--- src/rtl/pgm_pkg.sv ---
// Shared constants and state encoding for the DDRAM ROM loader.
// Lane/beat geometry matches a 16-bit HPS download port feeding 64-bit DDRAM beats.
package pgm_pkg;

   localparam int LANE_W = 16;
   localparam int BEAT_W = 64;
   localparam int BE_W   = 8;

   typedef enum logic [1:0] {
      ST_IDLE    = 2'd0,
      ST_COLLECT = 2'd1,
      ST_WRITE   = 2'd2,
      ST_FLUSH   = 2'd3
   } ldr_state_e;

   // Byte-enable pair for one 16-bit lane of a little-endian 64-bit beat.
   function automatic logic [BE_W-1:0] lane_be(input logic [1:0] lane);
      return BE_W'(2'b11) << {lane, 1'b0};
   endfunction

endpackage

--- src/rtl/ioctl_skid.sv ---
// One-entry skid buffer that holds a single ioctl strobe while the loader stalls.
// A push while already full is dropped; the HPS must honour ioctl_wait.
module ioctl_skid
   import pgm_pkg::*;
(
   input  logic              clk_sys,
   input  logic              reset_n,
   input  logic              push,
   input  logic              pop,
   input  logic [26:0]       push_addr,
   input  logic [LANE_W-1:0] push_data,
   output logic              valid,
   output logic [26:0]       addr,
   output logic [LANE_W-1:0] data
);

   logic              valid_q, valid_d;
   logic [26:0]       addr_q, addr_d;
   logic [LANE_W-1:0] data_q, data_d;

   always_comb begin
      valid_d = valid_q;
      addr_d  = addr_q;
      data_d  = data_q;
      if (pop) begin
         valid_d = 1'b0;
      end
      if (push && !valid_q) begin
         valid_d = 1'b1;
         addr_d  = push_addr;
         data_d  = push_data;
      end
   end

   always_ff @(posedge clk_sys or negedge reset_n) begin
      if (!reset_n) begin
         valid_q <= 1'b0;
         addr_q  <= '0;
         data_q  <= '0;
      end else begin
         valid_q <= valid_d;
         addr_q  <= addr_d;
         data_q  <= data_d;
      end
   end

   assign valid = valid_q;
   assign addr  = addr_q;
   assign data  = data_q;

endmodule

--- src/rtl/ddram_rom_loader.sv ---
// Packs 16-bit HPS ioctl download halfwords into 64-bit DDRAM write beats.
// Partial beats are written with only the touched byte enables.
module ddram_rom_loader
   import pgm_pkg::*;
#(
   parameter logic [28:0] BASE_ADDR = 29'h0000000,
   parameter logic [7:0]  ROM_INDEX = 8'h00
) (
   input  logic              clk_sys,
   input  logic              reset_n,
   input  logic              ioctl_download,
   input  logic              ioctl_wr,
   input  logic [26:0]       ioctl_addr,
   input  logic [LANE_W-1:0] ioctl_dout,
   input  logic [7:0]        ioctl_index,
   output logic              ioctl_wait,
   output logic [28:0]       ddram_addr,
   output logic [BEAT_W-1:0] ddram_din,
   output logic [BE_W-1:0]   ddram_be,
   output logic              ddram_we,
   input  logic              ddram_busy,
   output logic [23:0]       words_written,
   output logic              load_done
);

   ldr_state_e        state_q, state_d;
   logic [BEAT_W-1:0] buf_q, buf_d;
   logic [BE_W-1:0]   be_q, be_d;
   logic [23:0]       tag_q, tag_d;
   logic [28:0]       addr_q, addr_d;
   logic [23:0]       words_q, words_d;
   logic              done_q, done_d;
   logic              dl_prev_q;

   logic              active, strobe, busy_st;
   logic              skid_push, skid_pop, skid_valid;
   logic [26:0]       skid_addr;
   logic [LANE_W-1:0] skid_data;
   logic              in_valid;
   logic [26:0]       in_addr;
   logic [LANE_W-1:0] in_data;
   logic [23:0]       in_tag;
   logic [1:0]        in_lane;
   logic              unused_addr_lsb;

   assign active   = ioctl_download && (ioctl_index == ROM_INDEX);
   assign strobe   = ioctl_wr && active;
   assign busy_st  = (state_q == ST_WRITE) || (state_q == ST_FLUSH);

   // A parked skid entry takes priority over the live port when refilling the buffer.
   assign in_valid = skid_valid || strobe;
   assign in_addr  = skid_valid ? skid_addr : ioctl_addr;
   assign in_data  = skid_valid ? skid_data : ioctl_dout;
   assign in_tag   = in_addr[26:3];
   assign in_lane  = in_addr[2:1];
   assign unused_addr_lsb = in_addr[0];

   always_comb begin
      state_d   = state_q;
      buf_d     = buf_q;
      be_d      = be_q;
      tag_d     = tag_q;
      addr_d    = addr_q;
      words_d   = words_q;
      done_d    = 1'b0;
      skid_push = 1'b0;
      skid_pop  = 1'b0;

      unique case (state_q)
         ST_IDLE: begin
            if (active && !dl_prev_q) begin
               state_d = ST_COLLECT;
               buf_d   = '0;
               be_d    = '0;
               words_d = '0;
            end
         end

         ST_COLLECT: begin
            if (in_valid) begin
               if (!skid_valid && (be_q != '0) && (in_tag != tag_q)) begin
                  skid_push = 1'b1;
                  state_d   = ST_WRITE;
               end else begin
                  skid_pop = skid_valid;
                  tag_d    = in_tag;
                  addr_d   = BASE_ADDR + 29'(in_tag);
                  buf_d[{in_lane, 4'b0000} +: LANE_W] = in_data;
                  be_d     = be_q | lane_be(in_lane);
                  if (in_lane == 2'd3) begin
                     state_d = ST_WRITE;
                  end
               end
            end else if (!ioctl_download) begin
               if (be_q != '0) begin
                  state_d = ST_FLUSH;
               end else begin
                  state_d = ST_IDLE;
                  done_d  = 1'b1;
               end
            end
         end

         ST_WRITE, ST_FLUSH: begin
            if (strobe && !skid_valid) begin
               skid_push = 1'b1;
            end
            if (!ddram_busy) begin
               if (words_q != 24'hFFFFFF) begin
                  words_d = words_q + 24'd1;
               end
               buf_d = '0;
               be_d  = '0;
               if (state_q == ST_FLUSH) begin
                  state_d = ST_IDLE;
                  done_d  = 1'b1;
               end else begin
                  state_d = ST_COLLECT;
               end
            end
         end

         default: state_d = ST_IDLE;
      endcase
   end

   always_ff @(posedge clk_sys or negedge reset_n) begin
      if (!reset_n) begin
         state_q   <= ST_IDLE;
         buf_q     <= '0;
         be_q      <= '0;
         tag_q     <= '0;
         addr_q    <= '0;
         words_q   <= '0;
         done_q    <= 1'b0;
         dl_prev_q <= 1'b0;
      end else begin
         state_q   <= state_d;
         buf_q     <= buf_d;
         be_q      <= be_d;
         tag_q     <= tag_d;
         addr_q    <= addr_d;
         words_q   <= words_d;
         done_q    <= done_d;
         dl_prev_q <= ioctl_download;
      end
   end

   ioctl_skid u_skid (
      .clk_sys   (clk_sys),
      .reset_n   (reset_n),
      .push      (skid_push),
      .pop       (skid_pop),
      .push_addr (ioctl_addr),
      .push_data (ioctl_dout),
      .valid     (skid_valid),
      .addr      (skid_addr),
      .data      (skid_data)
   );

   assign ioctl_wait    = busy_st || skid_valid;
   assign ddram_we      = busy_st;
   assign ddram_addr    = addr_q;
   assign ddram_din     = buf_q;
   assign ddram_be      = be_q;
   assign words_written = words_q;
   assign load_done     = done_q;

endmodule
--- config.mk ---
export PLATFORM = sky130hd
export DESIGN_NAME = ddram_rom_loader
export DESIGN_NICKNAME = d
export VERILOG_FILES = /design/src/rtl/pgm_pkg.sv /design/src/rtl/ioctl_skid.sv /design/src/rtl/ddram_rom_loader.sv
export SDC_FILE = /design/constraint.sdc
export NUM_CORES = 1
export LEC_CHECK = 0
export ABC_AREA = 1
export BUFFER_PORTS_ARGS = -buffer_cell sky130_fd_sc_hd__buf_2
export CORE_ASPECT_RATIO = 2
export CORE_MARGIN = 4
export CORE_UTILIZATION = 40
export CTS_BUF_LIST = sky130_fd_sc_hd__clkbuf_16
export CTS_CLUSTER_SIZE = 16
export DETAILED_ROUTE_END_ITERATION = 12
export PLACE_DENSITY = 0.65
export SLEW_MARGIN = 20
export SYNTH_ARGS = -nofsm -noshare
export SYNTH_HDL_FRONTEND = slang
export SYNTH_HIERARCHICAL = 1
export SYNTH_SLANG_ARGS = --single-unit
--- constraint.sdc ---
create_clock -name clk_sys -period 3.67 [get_ports clk_sys]
set_input_delay 0.734 -clock clk_sys [delete_from_list [all_inputs] [get_ports clk_sys]]
set_output_delay 0.734 -clock clk_sys [all_outputs]
set_load 0.005 [all_outputs]
==> After elaboration in Yosys (flattened, before gate mapping) <==
Cells that the tools add are included.
{ "op_classes": {"addsub": 2, "eq_ne": 13, "n_shift": 3, "muxes": 41, "bitwise": 2, "reduce_logical": 22} }
{ "op_table": {"columns": ["operator", "n"], "rows": [
  ["2-to-1 mux 64 bit", 4],
  ["one-hot mux 64 bit (3 select lines)", 1],
  ["2-to-1 mux 24 bit", 3],
  ["bitwise mux 64 bit", 1],
  ["variable shift 16 x 8 -> 64 bit (first input constant)", 1],
  ["variable part select 16 x 8 -> 64 bit", 1],
  ["one-hot mux 24 bit (2 select lines)", 1],
  ["2-to-1 mux 8 bit", 4],
  ["2-to-1 mux 27 bit", 1],
  ["adder 24 x 1 -> 24 bit (second input constant)", 1],
  ["!= test 24 bit", 1],
  ["!= test 24 bit (second input constant)", 1],
  ["one-hot mux 8 bit (3 select lines)", 1],
  ["2-to-1 mux 16 bit", 1],
  ["2-to-1 mux 1 bit", 14],
  ["2-to-1 mux 2 bit", 7],
  ["AND reduction 4 bit", 3],
  ["!= test 2 bit (second input constant)", 5],
  ["zero test 8 bit", 1],
  ["negation 6 -> 8 bit", 1],
  ["bitwise OR 8 bit", 1],
  ["nonzero test 8 bit", 1],
  ["left shift 2 x 3 -> 8 bit (first input constant)", 1],
  ["logical AND 1 bit", 7],
  ["other kinds (13)", 20]
]} }
{ "word_totals": {"ff_bits": 168, "inputBits": 56, "out_inout_bits": 128, "elab_cells": 93} }

==> Logic depth before layout (Yosys ltp) <==
{ "logic_depth": {"depth_word": 8, "ltp_mapped": 18, "mapped_depth_nobuf": 15} }

==> Hierarchy <==
Netlist, hierarchy kept.
{ "by_module_without_submodules": {"columns": ["mod", "n_inst", "cells_each", "area_each_um2", "seq_area_each_um2"], "rows": [
  ["ddram_rom_loader", 1, 1065, 7327.0, 3103.0],
  ["ioctl_skid", 1, 189, 1811.7, 1101.1]
]} }

==> Worst setup path after synthesis <==
OpenSTA, ideal clock, no wires.
{ "synth_path": {"path_kind": "register -> register", "startpoint": "register u_skid.valid_q, in the netlist u_skid/valid", "endpoint": "register buf_q[10], in the netlist ddram_din[10]", "setup_ns": 0.065, "arrival_time_ns": 3.011, "slack_ns": 0.594, "path_stages_with_launch": 15, "n_path_buf": 6, "cell_sequence": "dfrtp_1 > buf_4 > buf_6 > clkbuf_1 > clkbuf_1 > o21ai_0 > ha_1 > clkbuf_1 > clkinv_1 > nor3_1 > nand3_1 > clkbuf_1 > nor2_1 > nand3_1 > nand2_1"} }
{ "synth_via": {"elab_chain_len": 7} }
{ "synth_rtl": {"columns": ["element", "line", "rtl"], "rows": [
  ["from (decl)", "ioctl_skid.sv:17", "logic valid_q, valid_d;"],
  ["from (signal assigned)", "ioctl_skid.sv:41", "valid_q <= valid_d;"],
  ["2-to-1 mux 27 bit", "ddram_rom_loader.sv:52", "assign in_addr = skid_valid ? skid_addr : ioctl_addr;"],
  ["negation 6 -> 8 bit", "ddram_rom_loader.sv:88", "buf_d[{in_lane, 4'b0000} +: LANE_W] = in_data;"],
  ["variable part select 16 x 8 -> 64 bit / variable shift 16 x 8 -> 64 bit (equally long branches)", "ddram_rom_loader.sv:88", null],
  ["bitwise mux 64 bit", "ddram_rom_loader.sv:88", null],
  ["2-to-1 mux 64 bit", "ddram_rom_loader.sv:81", "if (!skid_valid && (be_q != '0) && (in_tag != tag_q)) begin"],
  ["2-to-1 mux 64 bit", "ddram_rom_loader.sv:80", "if (in_valid) begin"],
  ["one-hot mux 64 bit (3 select lines)", "ddram_rom_loader.sv:69", "unique case (state_q)"],
  ["to (signal assigned)", "ddram_rom_loader.sv:139", "buf_q <= buf_d;"],
  ["to (decl)", "ddram_rom_loader.sv:27", "logic [BEAT_W-1:0] buf_q, buf_d;"]
]} }
Several ways; a longest one is shown, not always the timed one. The select of a mux whose other input is x is not followed.
A chain may end at the register's enable or synchronous reset.

==> Worst setup path after layout <==
{ "layout_path": {"startpoint": "register u_skid.valid_q, in the netlist u_skid/valid", "endpoint": "register u_skid.data_q[13], in the netlist u_skid/data[13]"} }
{ "layout_via": {"elab_chain_len": 7} }
{ "layout_rtl": {"columns": ["element", "line", "rtl"], "rows": [
  ["2-to-1 mux 27 bit / zero test 1 bit (equally long branches)", "ddram_rom_loader.sv:52, ddram_rom_loader.sv:81, ddram_rom_loader.sv:105", null],
  ["!= test 24 bit / logical AND 1 bit (equally long branches)", "ddram_rom_loader.sv:81", null],
  ["logical AND 1 bit", "ddram_rom_loader.sv:81", null],
  ["2-to-1 mux 1 bit", "ddram_rom_loader.sv:81", null],
  ["2-to-1 mux 1 bit", "ddram_rom_loader.sv:80", null],
  ["one-hot mux 1 bit (2 select lines) *", "ddram_rom_loader.sv:69", null],
  ["via skid_push", "ddram_rom_loader.sv:36", "logic skid_push, skid_pop, skid_valid;"],
  ["logical AND 1 bit *", "ioctl_skid.sv:28", "if (push && !valid_q) begin"],
  ["to (signal assigned)", "ioctl_skid.sv:43", "data_q <= data_d;"],
  ["to (decl)", "ioctl_skid.sv:19", "logic [LANE_W-1:0] data_q, data_d;"]
]} }
The timed path passes the listed nets; every way through them passes the cells marked *.

==> run_results.csv <==
group,metric,value,unit
global_route,grt_pass1_wl,43060,um
worst_setup_path,start_kind,"flop",
power,powerDensity,742.8,mW/mm2
route,wire_per_inst,15.87,um
timing,rsz0062_at_grt,"no",
placement,placed_cell_area,0.01007,mm2
worst_setup_path,worst_path_max_delay_cell,"a21oi_4",
clock_tree,cts_sinks,167,
placement,dp_hpwl,19620,um
placement,io_buffers,177,
yosys,syn_inst,1250,
cells_and_area,final_util,47.73,%
timing,setup_tns,0,ps
worst_setup_path,arrival,3570,ps
floorplan,core_area,0.02226,mm2
global_route,grt_max_degree,70,
route,vias,8591,
route,wirelength,26770,um
min_path,hold_path_class,"primary input to async pin",
clock_tree,cts_tree,"built",
floorplan,dieHeight,221.3,um
yosys,syn_avg_cell_area,7.281,um2
worst_setup_path,cp_max_fo,56,
flow_run,cap_violations,0,
route,drc,0,
timing,fin_crit,3186,ps
timing,setup_viol,0,
clock_tree,cts_setup_buffers,0,
timing,period_share,86.81,%
clock_tree,numCtsBuffers,17,
timing,hold_violations,0,
global_route,grt_overflow,0,
global_route,antenna_found_initial,8,
floorplan,ios,184,
yosys,synth_warnings,6,
floorplan,die_x,114.7,um
power,vdd_drop_max,0.4449,mV
worst_setup_path,cp.required,4060,ps
clock_tree,root_buffer,"clkbuf_16",
floorplan,start_util,40.90,%
timing,slew_headroom,36.33,%
clock_tree,postCtsHoldBufs,0,
route,ant_nets,0,
route,firstDrtPassIters,7,
yosys,synth_area,0.009101,mm2
global_route,grt_pass1_vias,8545,
placement,place_congestion,0.8571,
timing,fmax,313.9,MHz
power,p_leak,5.796,nW
cells_and_area,final_layout_size_suffix_gt1_share,18.01,%
timing,slew_viol_final,0,
cells_and_area,area_growth,16.72,%
route,vias_per_cell,5.092,
power,p_total,0.007891,W
worst_setup_path,cp-end-kind,"flop",
worst_setup_path,rr_worst_depth,14,
clock_tree,clk_pin_slew,70,ps
cells_and_area,fin_area,0.01062,mm2
timing,fin_skew,7.192,ps
clock_tree,cts.repair.resized,0,
floorplan,dieArea,0.02538,mm2
worst_setup_path,critPathMaxStageDelay,560,ps
timing,tightest_slew,946.3,ps
floorplan,num_rows,77,
worst_setup_path,cp_common_cell,"nand2_1",
worst_setup_path,cp_cell_sequence,"buf_4, nand2_1, nand2_1, nand2_1, nand2_1, nor2_1, nand2_1, nor2_1, nand3_1, nand3_2, a21oi_4, buf_4, nand3_1, nand2_1",
clock_tree,ctsLongestPathBuffers,2,
cells_and_area,nets,1463,
clock_tree,h-tree-depth,4,
route,drtIter0Drc,652,
global_route,grt_use_total,21.43,%
status,status,"finished clean",
clock_tree,clk_latency,450,ps
worst_setup_path,worstSetupPathType,"flop to flop",
-- cell type report --
| cell class | count | area, um2 |
|---|---|---|
| multi-input cells | 909 | 4100 |
| diodes | 1 | 2.502 |
| clock buffers | 17 | 425.4 |
| fillers | 2280 | 11630 |
| clock inverters | 14 | 125.1 |
| flip-flops and latches | 167 | 4180 |
| well taps | 276 | 345.3 |
| inverters | 109 | 411.6 |
| repair buffers | 194 | 1032 |
-- layer usage --
metal | vias up | share of wire [%] | global-route usage [%]
met3 | 75 | 5.7 | 5.549
met5 | - | 0.22 | 0
met2 | 266 | 53 | 38.70
met1 | 3980 | 37 | 22.22
li1 | 4260 | - | -
met4 | 10 | 4.0 | 10.86
-- worst max-delay path, delay by kind of cell, from the launching register on --
family | cells | cell delay (ps)
flip-flops | 1 | 370
AO/OA/AOI/OAI | 1 | 560
buffers and inverters | 2 | 940
AND/OR/NAND/NOR | 11 | 1180
-- power by group --
group	switching, W	internal [W]	total, W	leakage (nW)
clock network	0.000793	0.000932	0.00172	0.258
registers	0.000291	0.00229	0.00258	2.23
logic	0.00254	0.00104	0.00358	3.31
total	0.00363	0.00426	0.00789	5.80
-- registers in the layout (all words and copies together), names as in the netlist --
register / flops
tag_q: 24
words_written: 24
u_skid/addr: 26
ddram_be: 8
load_done: 1
ddram_din: 64
u_skid/valid: 1
u_skid/data: 16
dl_prev_q: 1
state_q: 2
-- through the flow --
stage / instances / hold slack [ps] / worst slack, ps
2_1_floorplan: 1254 / 434.5 / 593.9
3_3_place_gp: 1655 / 446.0 / 521.6
3_5_place_dp: 1655 / 458.5 / 496.4
4_1_cts: 1686 / 297.7 / 468.4
5_1_grt: 1686 / 323.2 / 184.6
6_report: 1687 / 279.4 / 484.0
-- worst paths after layout --
path,from,to,slack [ps]
hold reg to reg,u_skid/addr[19],u_skid/addr[19],470
max in group asynchronous,reset_n,tag_q[8],2490
setup / recovery,u_skid/valid,u_skid/data[13],480
min in group clk_sys,ioctl_download,dl_prev_q,430
setup reg to reg,u_skid/valid,u_skid/data[13],480
hold / removal,reset_n,words_written[12],280
-- placed cells by master, fill, tap and decap left out, types with 2 or more instances in the layout --
master	n
a21oi_1	10
buf_2	176
buf_4	16
clkbuf_16	17
clkinv_1	5
clkinv_4	2
clkinvlp_4	4
conb_1	5
dfrtp_1	166
ha_1	9
inv_1	104
inv_6	4
nand2_1	453
nand2_2	11
nand3_1	171
nand4_1	17
nand4_2	4
nor2_1	91
nor2_2	2
nor3_1	32
nor4_1	7
o21ai_0	49
o21ai_1	24
or2_2	6
xor2_1	10
(Power assumes the default switching activity.)
